`src/rtl/sort_pkg.sv`:
```
// Shared definitions for the odd-even sorter and its result reader.
package sort_pkg;

  localparam int ELEM_W    = 8;
  localparam int N_DEFAULT = 16;

  // 2-bit state to match the sorter's state register width.
  localparam logic [1:0] IDLE   = 2'b00;
  localparam logic [1:0] STREAM = 2'b01;

  function automatic int unsigned elem_lo(input int unsigned idx);
    return idx * ELEM_W;
  endfunction

endpackage

```
`src/rtl/sort_result_reader.sv`:
```
// Captures the sorter's packed result on sort_done and streams it out byte by byte.
// Optional non-decreasing order check enabled by SORT_READER_ORDER_CHECK_EN.
module sort_result_reader
  import sort_pkg::*;
#(
  parameter int N    = N_DEFAULT,
  parameter int IDXW = 8
) (
  input  logic                clk,
  input  logic                rstb,
  input  logic                sort_done,
  input  logic [ELEM_W*N-1:0] data_in,
  output logic                busy,
  output logic                out_valid,
  input  logic                out_ready,
  output logic [ELEM_W-1:0]   out_data,
  output logic [IDXW-1:0]     out_index,
  output logic                out_last,
  output logic                overrun,
  output logic                order_err,
  output logic [1:0]          state
);

  // Handshake: a transfer happens on every rising edge where out_valid and
  // out_ready are both high; while out_valid is high and out_ready low the
  // payload (out_data, out_index, out_last) is held and out_valid stays high.

  localparam logic [IDXW-1:0] LAST_IDX = IDXW'(N - 1);

  logic [ELEM_W*N-1:0] cap;
  logic [IDXW-1:0]     cnt;
  logic                xfer;
  logic                at_last;

  assign out_valid = (state == STREAM);
  assign busy      = out_valid;
  assign out_index = cnt;
  assign at_last   = (cnt == LAST_IDX);
  assign out_last  = out_valid && at_last;
  assign out_data  = cap[elem_lo(32'(cnt)) +: ELEM_W];
  assign xfer      = out_valid && out_ready;

  always_ff @(posedge clk or negedge rstb) begin
    if (!rstb) begin
      state   <= IDLE;
      cnt     <= '0;
      cap     <= '0;
      overrun <= 1'b0;
    end else begin
      case (state)
        IDLE: begin
          if (sort_done) begin
            cap   <= data_in;
            cnt   <= '0;
            state <= STREAM;
          end
        end
        STREAM: begin
          if (xfer && at_last) begin
            // A done pulse on the final transfer edge chains the next vector.
            if (sort_done) begin
              cap <= data_in;
            end else begin
              state <= IDLE;
            end
            cnt <= '0;
          end else begin
            if (xfer) cnt <= cnt + IDXW'(1);
            if (sort_done) overrun <= 1'b1;
          end
        end
        default: begin
          state <= IDLE;
          cnt   <= '0;
        end
      endcase
    end
  end

`ifdef SORT_READER_ORDER_CHECK_EN
  logic [ELEM_W-1:0] prev;

  // Element 0 only seeds prev so each vector is judged on its own.
  always_ff @(posedge clk or negedge rstb) begin
    if (!rstb) begin
      prev      <= '0;
      order_err <= 1'b0;
    end else if (xfer) begin
      prev <= out_data;
      if ((cnt != '0) && (out_data < prev)) order_err <= 1'b1;
    end
  end
`else
  assign order_err = 1'b0;
`endif

endmodule
```
`config.mk`:
```
export PLATFORM = sky130hd
export DESIGN_NAME = sort_result_reader
export DESIGN_NICKNAME = d
export VERILOG_FILES = /design/src/rtl/sort_pkg.sv /design/src/rtl/sort_result_reader.sv
export SDC_FILE = /design/constraint.sdc
export NUM_CORES = 1
export LEC_CHECK = 0
export BUFFER_PORTS_ARGS = -buffer_cell sky130_fd_sc_hd__buf_2
export CAP_MARGIN = 30
export CORE_MARGIN = 2
export CORE_UTILIZATION = 50
export DETAILED_ROUTE_END_ITERATION = 7
export MAX_ROUTING_LAYER = met4
export PLACE_DENSITY = 0.75
export SYNTH_ARGS = -nofsm -noshare
export SYNTH_HDL_FRONTEND = slang
export SYNTH_SLANG_ARGS = --single-unit
```
`constraint.sdc`:
```
create_clock -name clk -period 2.5 [get_ports clk]
set_input_delay 0.5 -clock clk [delete_from_list [all_inputs] [get_ports clk]]
set_output_delay 0.5 -clock clk [all_outputs]
set_load 0.005 [all_outputs]
```
# Word-level counts from Yosys, hierarchy flattened
# Index checks and enable logic that the tools add are counted.
# classes
muxes	11
mul	0
n_reduce_logical	9
n_lt_le_gt_ge	0
n_shift	1
div	0
n_addsub	1
eq_ne	6
bitwise	1
# ops
cell	count
$mux W128	2
$pmux W128 S2	1
$shiftx A128 B12 Y8	1
$mux W8	3
$pmux W8 S2	1
$add A8 B1 Y8 const B	1
$eq A8 B4 Y1 const B	1
$mux W2	3
$reduce_and A3 Y1	2
$ne A2 B2 Y1 const B	2
$pmux W2 S2	1
$reduce_and A2 Y1	2
$logic_and A1 B1 Y1	3
$ne A3 B1 Y1 const B	1
$eq A2 B1 Y1 const B	1
$logic_not A2 Y1	1
$ne A2 B1 Y1 const B	1
$reduce_bool A2 Y1	1
$not A1 Y1	1
# word_totals
register_bits	139
mem_bits_rw	0
mem_bits_ro	0
n_memories	0
word_cells	33
input_bits	132
output_inout_bits	23
latch_bits	0

# Longest topological paths before layout
# Gate-level depths: netlist (run 1).
# depth
word_depth	5
ltp_mapped	7
depth_no_buf	5

# Worst setup path before layout (run 1)
# OpenSTA, ideal clock, no wires.
# synth_path
path_kind	reg-to-output
start	register cnt[2], in the netlist out_index[2]
end	output port out_data[7]
arrival_time_ps	1716
path_buffers	2
setup_slack_ps	284
required_time_ps	2000
stages_incl_launch_ff	6
path_cell_list	dfrtp_1 > buf_1 > clkbuf_1 > mux4_2 > o21ai_0 > o31ai_1
# synth_between
elab_chain_len	1
# synth_lines
item	line	rtl
from (decl)	sort_result_reader.sv:31	logic [IDXW-1:0] cnt;
from (signal assigned)	sort_result_reader.sv:68	if (xfer) cnt <= cnt + IDXW'(1);
$shiftx A128 B12 Y8	sort_result_reader.sv:40	assign out_data = cap[elem_lo(32'(cnt)) +: ELEM_W];
to (decl)	sort_result_reader.sv:16	output logic [ELEM_W-1:0] out_data,
# Every way passes these cells.

# Final worst setup path (run 1)
# layout_path
start	register cnt[1], in the netlist out_index[1]
end	output port out_data[7]
# Same word-level chain as after synthesis.

==> reports/results.ini, run 1 <==
[floorplanning]
rows = 42
fp.dieArea_sq_mm = 0.0148
die_w_microns = 122
core_sq_mm = 0.0134
io_pins = 155
die_h_microns = 122
initial_utilization_pct = 51.6

[global_routing]
antenna_found_initial = 0
first_global_vias = 4415
grt_start_max_net_pins = 70
grt_usage_pct = 23.0
grt-ovfl-total = 0
grt_pass1_wl_mm = 24.4

[layout]
fill_cells = 951
antenna-diode-count = 0
final_nets = 710
drive_above_1_share_pct = 65.3
area_growth_pct = 24.9
multi_input_area_sq_mm = 0.00328
seq_area_sq_mm = 0.00346
postLayoutCoreUtil_pct = 64.5
finish.instance_area_sq_mm = 0.00864

[synthesis]
synth_seq_area_share_pct = 49.9
synthesis.area_sq_mm = 0.00692
synth_top_family_by_area = multiplexers
ys_ff_latch = 138
ys_warn_count = 0
synth_xor_area_share_pct = 0.760
synth_fa_ha_area_share_pct = 0.181
syn_avg_cell_area_sq_um = 16.6
synthMuxAreaShare_pct = 38.5
yosys.cell_types.count = 36
async_flop_share_pct = 100
synth_simple_gate_area_share_pct = 2.19
yosys_most_used_dff = dfrtp_1
synth_edf_count = 0
synth-compound-area-share_pct = 3.17
synthCells = 417

[critical_path]
cp_max_fo = 9
cp-start-kind = register
path_class = register to primary output
slowest_stage = dfrtp_4
crit_chain = buf_12 -> mux4_2 -> nor2_1 -> a31o_2 -> o31ai_4 -> buf_2
end_kind = primary output
worst_ep_arrival_time_ns = 2.07
worstPathRequired_ns = 2.00
slowest_delay_ns = 0.52

[cts]
clock-sinks = 138
clkTransAtPathRegs_ns = 0.06
h-tree-depth = 4
ctsHoldBuffers = 0
cts_buffers = 17
tritoncts = built
clockBufferDepth = 2
clock_latency_ns = 0.42
cts_root_buffer = clkbuf_16

[timing]
setup_violations = 5
post-route-period-util_pct = 103
maxSlewHeadroom_pct = 65.8
fin_crit_ns = 2.57
worst_slew_pin_slew_ns = 0.513
fmax_ghz = 0.389
slew_viol_final = 0
final_hold_viol_count = 0
fin_ws_ns = -0.0740
rsz0062_at_grt = yes
finalClockSkew_ns = 0.00922

[route]
post_drt_wl_per_cell_microns = 20.9
drt_iter0_markers = 231
avgViaCountPerCell = 5.43
postRouteAntennaNets = 0
via_count = 4157
wl_mm = 16.0
drc = 0
first_pass_iters = 4

[power_and_ir_drop]
power_density_mw_per_mm2 = 1300
p_total_mw = 11.3
irDropWorstVdd_mv = 0.661
p_leak_nw = 4.40

[placement]
post-dp-hpwl_mm = 11.0
dp_slack_ns = 0.0483
place_area_sq_mm = 0.00774
gp_congestion = 0.790
port_buffers = 152

[job]
drv_cap = 0

[run_status]
violations = setup timing
status = finished with violations

[worst_hold_path]
hp-class = input port to async pin

## worst max-delay path, delay by kind of cell, from the launching register on
kind	cells	cell delay, ns
AOI/OAI and AO/OA	2	0.45
buffers and inverters	2	0.33
DFF	1	0.52
muxes	1	0.32
and+or+nand+nor	1	0.04
## synth_stat cells (all sizes together), types with 4 or more instances
library cell / count / area, sq um
mux4: 23 / 518
buf: 28 / 332
mux2i: 24 / 240
nand3: 5 / 25.0
nor2: 8 / 30.0
dfrtp: 138 / 3450
a221oi: 8 / 70.1
inv: 4 / 15.0
nand2: 4 / 17.5
mux2: 129 / 1900
clkbuf: 4 / 15.0
o21ai: 16 / 80.1
xor2: 6 / 52.6
## layer usage
layer,up-vias,GRT usage [%],wire (microns)
met4,0,7.69,267
met3,22,5.52,904
li1,1853,-,-
met5,-,-,0
met1,2156,30.5,6930
met2,126,35.4,7890
## layout by cell type (no fill, tap or decap), types with 2 or more instances in the layout
| cell type | instances |
|---|---|
| xor2_1 | 6 |
| a221oi_4 | 2 |
| nand3_1 | 5 |
| mux2i_1 | 22 |
| mux4_2 | 23 |
| dfrtp_1 | 133 |
| conb_1 | 2 |
| buf_12 | 6 |
| buf_6 | 2 |
| clkbuf_16 | 19 |
| nor2_1 | 7 |
| clkinvlp_4 | 3 |
| mux2_4 | 120 |
| dfrtp_2 | 4 |
| mux2_2 | 9 |
| clkbuf_8 | 5 |
| o31ai_4 | 2 |
| o21ai_0 | 3 |
| inv_1 | 4 |
| o21ai_2 | 5 |
| buf_2 | 151 |
| nand4_1 | 2 |
| o21ai_1 | 8 |
| bufinv_16 | 3 |
| nand2_1 | 3 |
| a221oi_2 | 5 |
| buf_4 | 11 |
## final cells by class
cell class	instances	share of cell area (%)
inverters	4	0.174
multi-input cells	244	37.9
repair buffers	172	11.9
clock inverters	9	1.56
well taps	176	2.55
clock buffers	23	5.77
flip-flops and latches	138	40.1
## path summary, 6_finish.rpt
check	from	endpoint	slack, ns	depth (start not counted)
max	out_index[1]	out_data[7]	-0.07	6
min	rstb	cap[65]	0.01	1
max reg2reg	out_index[0]	cap[51]	0.23	7
min reg2reg	overrun	overrun	0.48	1
max in group asynchronous	rstb	cap[81]	1.78	2
min in group clk	data_in[110]	cap[110]	0.31	2
## power breakdown
part / internal (mW) / total, mW / switching [mW]
registers: 3.31 / 4.01 / 0.694
clock network: 1.70 / 2.66 / 0.951
logic: 2.82 / 4.61 / 1.79
total: 7.84 / 11.3 / 3.43
## through the flow
| step | instances | TNS [ns] | hold WS, ns |
|---|---|---|---|
| 2_1_floorplan | 418 | 0 | 0.204 |
| 3_3_place_gp | 727 | 0 | 0.461 |
| 3_5_place_dp | 727 | 0 | 0.471 |
| 4_1_cts | 763 | -0.231 | 0.0239 |
| 5_1_grt | 766 | -0.617 | 0.0393 |
| 6_report | 766 | -0.137 | 0.0122 |
## cells by family after synthesis
logic type	after synthesis
flops	138
mux	176
buf+inv	36
other cells	1
compound gates	31
fa+ha+maj	1
xor+xnor	6
simple gates	28
## flip-flops by register name (all words and copies together) (netlist names)
register	count
out_index	8
state	1
overrun	1
cap	128
## repair_timing
action | in CTS | in global routing
pin swaps | 1 | 2
setup endpoints to repair | 9 | 9
resized for setup | 35 | 12
setup buffers | 4 | 1
gates cloned | 0 | 2
Power figures use the tool's default switching activity.
==> inputs of run 2 (changes only) <==
CORE_ASPECT_RATIO = 1.1   (was default)
==> run 2 against run 1 <==
Against the previous run: the run still ends with setup timing left; via count up 1.6%; core utilization decreased by 0.60 points; cell count is 3.3% higher; sequential power is 1% higher; cell area increased by 1.1%; count of clock-buffer cells in the layout down 5; global-route usage up 0.58 points; routed wire length grew 5.5%; critical path type unchanged; critical endpoint is now out_data[6]; largest power group unchanged; highest routed layer unchanged.
==> reports/results.ini, run 2 (synthesized netlist as in run 1, its figures left out) <==
[placement]
place_area_sq_mm = 0.00780
gp_congestion = 0.829
dp.cells = 745
post-dp-hpwl_mm = 11.4
port_buffers = 152

[timing]
setup_violations = 3
slew_viol_final = 0
final_hold_viol_count = 0
fmax_ghz = 0.388
post-route-period-util_pct = 103
finalClockSkew_ns = 0.0193
fin_ws_ns = -0.0805
fin_crit_ns = 2.58
rsz0062_at_grt = yes

[floorplanning]
core_sq_mm = 0.0137
fp.dieArea_sq_mm = 0.0148
die_h_microns = 127
rows = 45
die_w_microns = 116
io_pins = 155
initial_utilization_pct = 50.5

[critical_path]
worst_ep_arrival_time_ns = 2.08
end_kind = primary output
slowest_stage = mux4_2
slowest_delay_ns = 0.56
cp-start-kind = register
cp_max_fo = 6
crit_family = multiplexers
worstPathRequired_ns = 2.00
crit_buf_inv = 2
path_class = register to primary output
crit_chain = buf_6 -> mux4_2 -> mux2i_2 -> o21ai_1 -> buf_2

[power_and_ir_drop]
switching_share_pct = 30.8
power_density_mw_per_mm2 = 1310
p_leak_nw = 4.44
p_seq_share_pct = 35.7
power_frac_comb_pct = 39.7
p_int_mw = 7.90
switchingPower_mw = 3.51
irDropWorstVdd_mv = 0.645
p_clk_share_pct = 24.6

[route]
postRouteAntennaNets = 0
post_drt_wl_per_cell_microns = 21.3
wl_mm = 16.9
avgViaCountPerCell = 5.34
drt_iter0_markers = 216
first_pass_iters = 4
drc = 0
via_count = 4222

[layout]
finish.instance_area_sq_mm = 0.00874
area_growth_pct = 26.3
fill_cells = 970
layout_common_cells = 151 x buf_2, 133 x dfrtp_1, 120 x mux2_4, 23 x mux4_2
top_register = cap
largest_reg_flops = 128
final_nets = 719
drive_above_1_share_pct = 65.4
finalNonFillerCells = 791
mostFrequentLayoutCell = buf_2

[global_routing]
met2_usage_pct = 36.6
top_usage_layer = met2
grt_pass1_wl_mm = 25.0
first_global_vias = 4518
grt_use_met3_pct = 6.97
antenna_found_initial = 4
grt_start_max_net_pins = 61
grt_usage_pct = 23.6
grt-ovfl-total = 0
met1_usage_pct = 30.3

[job]
drv_cap = 0

[cts]
clockBufferDepth = 2
cts_buffers = 17
cts_root_buffer = clkbuf_16
h-tree-depth = 4
clock_latency_ns = 0.44
tritoncts = built
clock-sinks = 138
clkTransAtPathRegs_ns = 0.07

[worst_hold_path]
hp-class = input port to register

[run_status]
status = finished with violations
violations = setup timing

-- run 2: cell types whose count changed in the layout (fill, tap and decap cells not counted), moves of 2 or more --
cell and delta:
bufinv_16 +2, buf_12 +2, mux2i_2 +6, clkbuf_8 -5, o21ai_0 -2, diode_2 +4
o21ai_2 -3, mux2i_1 -5, buf_6 +5, clkbuf_16 -2, o21ai_1 +5
-- run 2: metal layers --
layer  wire length, microns  vias to the layer above
met2                   8500                      158
li1                       -                     1883
met5                      0                        -
met4                    210                        0
met3                   1130                       19
met1                   7040                     2162
-- run 2: final cells by class --
cell class	instances	area (sq um)	area share, %
multi-input combinational	245	3250	37.3
sequential	138	3460	39.6
timing repair buffer	180	1110	12.7
inverter	4	15.0	0.172
clock buffer	18	429	4.91
tap	188	235	2.69
antenna	4	10.0	0.115
clock inverter	14	220	2.52
-- run 2: path summary, 6_finish.rpt --
path                               from  slack [ns]  cells past startpoint      endpoint
min in group asynchronous          rstb        0.55                      2       cap[45]
min reg2reg                    cap[127]        0.50                      1      cap[127]
max in group asynchronous          rstb        1.24                      3  out_index[2]
min                         data_in[52]        0.29                      2       cap[52]
max                        out_index[0]       -0.08                      5   out_data[6]
max reg2reg                out_index[0]        0.16                      7      cap[105]
-- run 2: timing repair --
| action | in CTS | in global routing |
|---|---|---|
| cloned | 0 | 1 |
| buffers inserted | 5 | 3 |
| endpoints found under the setup margin | 8 | 12 |
| gates resized for setup | 32 | 26 |
| endpoints found under the hold margin | 37 | 0 |
| hold buffers | 1 | 0 |
| pin swaps | 2 | 6 |
-- run 2: power by group through the flow --
stage / sequential [mW] / clock, mW / combinational [mW]
2_1_floorplan: 3.73 / 0 / 3.02
3_3_place_gp: 3.99 / 0 / 3.86
3_5_place_dp: 4.06 / 0 / 3.93
4_1_cts: 4.03 / 2.81 / 4.29
5_1_grt: 4.19 / 2.93 / 4.82
6_report: 4.07 / 2.80 / 4.54
-- run 2: per-stage QoR --
step                      TNS, ns  power, mW  worst slack (ns)  util (%)  hold slack, ns
after floorplan                 0       6.76             0.284         -           0.204
after global placement          0       7.85             0.182      57.0           0.431
after detailed placement        0       7.99             0.204      57.0           0.439
after CTS                  -0.142       11.1           -0.0325      62.9           0.288
after global routing       -0.606       11.9            -0.125      63.8           0.287
final                      -0.134       11.4           -0.0805      63.8           0.287
==> inputs of run 3 (changes only) <==
RECOVER_POWER = 50   (was default)
==> run 3 against run 2 <==
Against the previous run: highest routed layer unchanged; critical path depth unchanged; routed wire length is 0.18% lower; clock power about the same; largest cell class unchanged; first-iteration DRC count shrank 6.9%; critical endpoint unchanged; hold slack improved by 0.0037 ns; clock skew is 0.0023 ns lower; combinational power about the same; fmax up 0.37%; cell count unchanged; largest power group unchanged; the run still ends with setup timing left.
==> reports/results.ini, run 3 (synthesized netlist as in run 1, its figures left out) <==
[run_status]
status = finished with violations
violations = setup timing

[cts]
clock_latency_ns = 0.43
cts_root_buffer = clkbuf_16
clock-sinks = 138
clkTransAtPathRegs_ns = 0.07
tritoncts = built
clockBufferDepth = 2
cts_buffers = 17
h-tree-depth = 4

[route]
post_drt_wl_per_cell_microns = 21.3
drc = 0
via_count = 4216
avgViaCountPerCell = 5.33
wl_mm = 16.8
drt_iter0_markers = 201
postRouteAntennaNets = 0
first_pass_iters = 5

[global_routing]
grt_pass1_wl_mm = 25.0
grt_start_max_net_pins = 61
antenna_found_initial = 4
grt_usage_pct = 23.6
first_global_vias = 4518
grt-ovfl-total = 0

[layout]
final_nets = 719
finalNonFillerCells = 791
top_register = cap
drive_above_1_share_pct = 64.4
mostFrequentLayoutCell = buf_2
largest_reg_flops = 128
area_growth_pct = 26.1
layout_common_cells = 148 x buf_2, 135 x dfrtp_1, 120 x mux2_4, 23 x mux4_2

[power_and_ir_drop]
p_seq_share_pct = 35.7
irDropWorstVdd_mv = 0.640
p_clk_share_pct = 24.6
p_int_mw = 7.90
power_density_mw_per_mm2 = 1310
p_leak_nw = 4.43
switching_share_pct = 30.7
power_frac_comb_pct = 39.7
switchingPower_mw = 3.50

[floorplanning]
die_h_microns = 127
initial_utilization_pct = 50.5
fp.dieArea_sq_mm = 0.0148
rows = 45
die_w_microns = 116
core_sq_mm = 0.0137
io_pins = 155

[timing]
hold_slack_ns = 0.290
fmax_ghz = 0.389
fin_crit_ns = 2.57
maxSlewHeadroom_pct = 28.6
final_hold_viol_count = 0
finalClockSkew_ns = 0.0170
worst_slew_pin_slew_ns = 1.07
rsz0062_at_grt = yes
slew_viol_final = 0
finalSetupTns_ns = -0.102
fin_ws_ns = -0.0708
post-route-period-util_pct = 103
setup_violations = 2

[worst_hold_path]
hp-class = input port to register

[critical_path]
cp_max_fo = 6
path_class = register to primary output
worst_ep_arrival_time_ns = 2.07
worstPathRequired_ns = 2.00
cp-start-kind = register
end_kind = primary output

[job]
drv_cap = 0

[placement]
gp_congestion = 0.829
port_buffers = 152
post-dp-hpwl_mm = 11.4
dp.cells = 745

run 3: changes by cell type in the layout (fill, tap and decap cells not counted), sizes merged:
cell    previous run  this run
clkbuf            18        24
buf              179       173
run 3: power groups by stage:
| stage | logic (mW) | clock network [mW] | registers [mW] |
|---|---|---|---|
| finish | 4.53 | 2.80 | 4.07 |
| global route | 4.82 | 2.93 | 4.19 |
| CTS | 4.29 | 2.81 | 4.03 |
| detailed placement | 3.93 | 0 | 4.06 |
| global placement | 3.86 | 0 | 3.99 |
| floorplan | 3.02 | 0 | 3.73 |
run 3: final cells by class:
| class | count | area [sq um] |
|---|---|---|
| Fill cell | 976 | 4960 |
| Sequential cell | 138 | 3460 |
| Multi-Input combinational cell | 245 | 3250 |
| Timing Repair Buffer | 180 | 1090 |
| Clock buffer | 18 | 429 |
| Tap cell | 188 | 235 |
| Clock inverter | 14 | 220 |
| Inverter | 4 | 15.0 |
| Antenna cell | 4 | 10.0 |
run 3: path summary, 6_finish.rpt:
kind                         startpoint     endpoint  slack, ns  cells past startpoint
max reg2reg                out_index[0]     cap[105]       0.17                      7
max in group asynchronous          rstb      cap[42]       0.52                      3
max                        out_index[0]  out_data[6]      -0.07                      5
min in group asynchronous          rstb      cap[10]       0.80                      2
min                         data_in[52]      cap[52]       0.29                      2
min reg2reg                    cap[127]     cap[127]       0.50                      1
run 3: critical path, stage by stage, from the launching register on:
cell and delay [ns]:
dfrtp_2 0.43, buf_6 0.17, mux4_2 0.56, mux2i_2 0.23
o21ai_1 0.12, buf_2 0.14
run 3: through the flow:
stage / power [mW] / utilization [%] / setup WS (ns) / area, sq um
after CTS: 11.1 / 62.9 / -0.0325 / 8600
after detailed placement: 7.99 / 57.0 / 0.204 / 7800
final: 11.4 / 63.7 / -0.0708 / 8720
after floorplan: 6.76 / - / 0.284 / 6920
after global placement: 7.85 / 57.0 / 0.182 / 7800
after global routing: 11.9 / 63.7 / -0.125 / 8720
run 3: what timing repair did:
action | CTS | global route
hold buffers | 1 | 0
buffers inserted | 5 | 3
pin swaps | 2 | 6
setup endpoints to repair | 8 | 12
resized for setup | 32 | 26
cloned | 0 | 1
hold endpoints to repair | 37 | 0
run 3: routing by layer:
metal | wire length, microns | track usage, % | up-vias
met5 | 0 | - | -
met4 | 184 | 6.86 | 0
met3 | 1100 | 6.97 | 19
met2 | 8510 | 36.6 | 164
met1 | 7050 | 30.3 | 2153
li1 | - | - | 1880
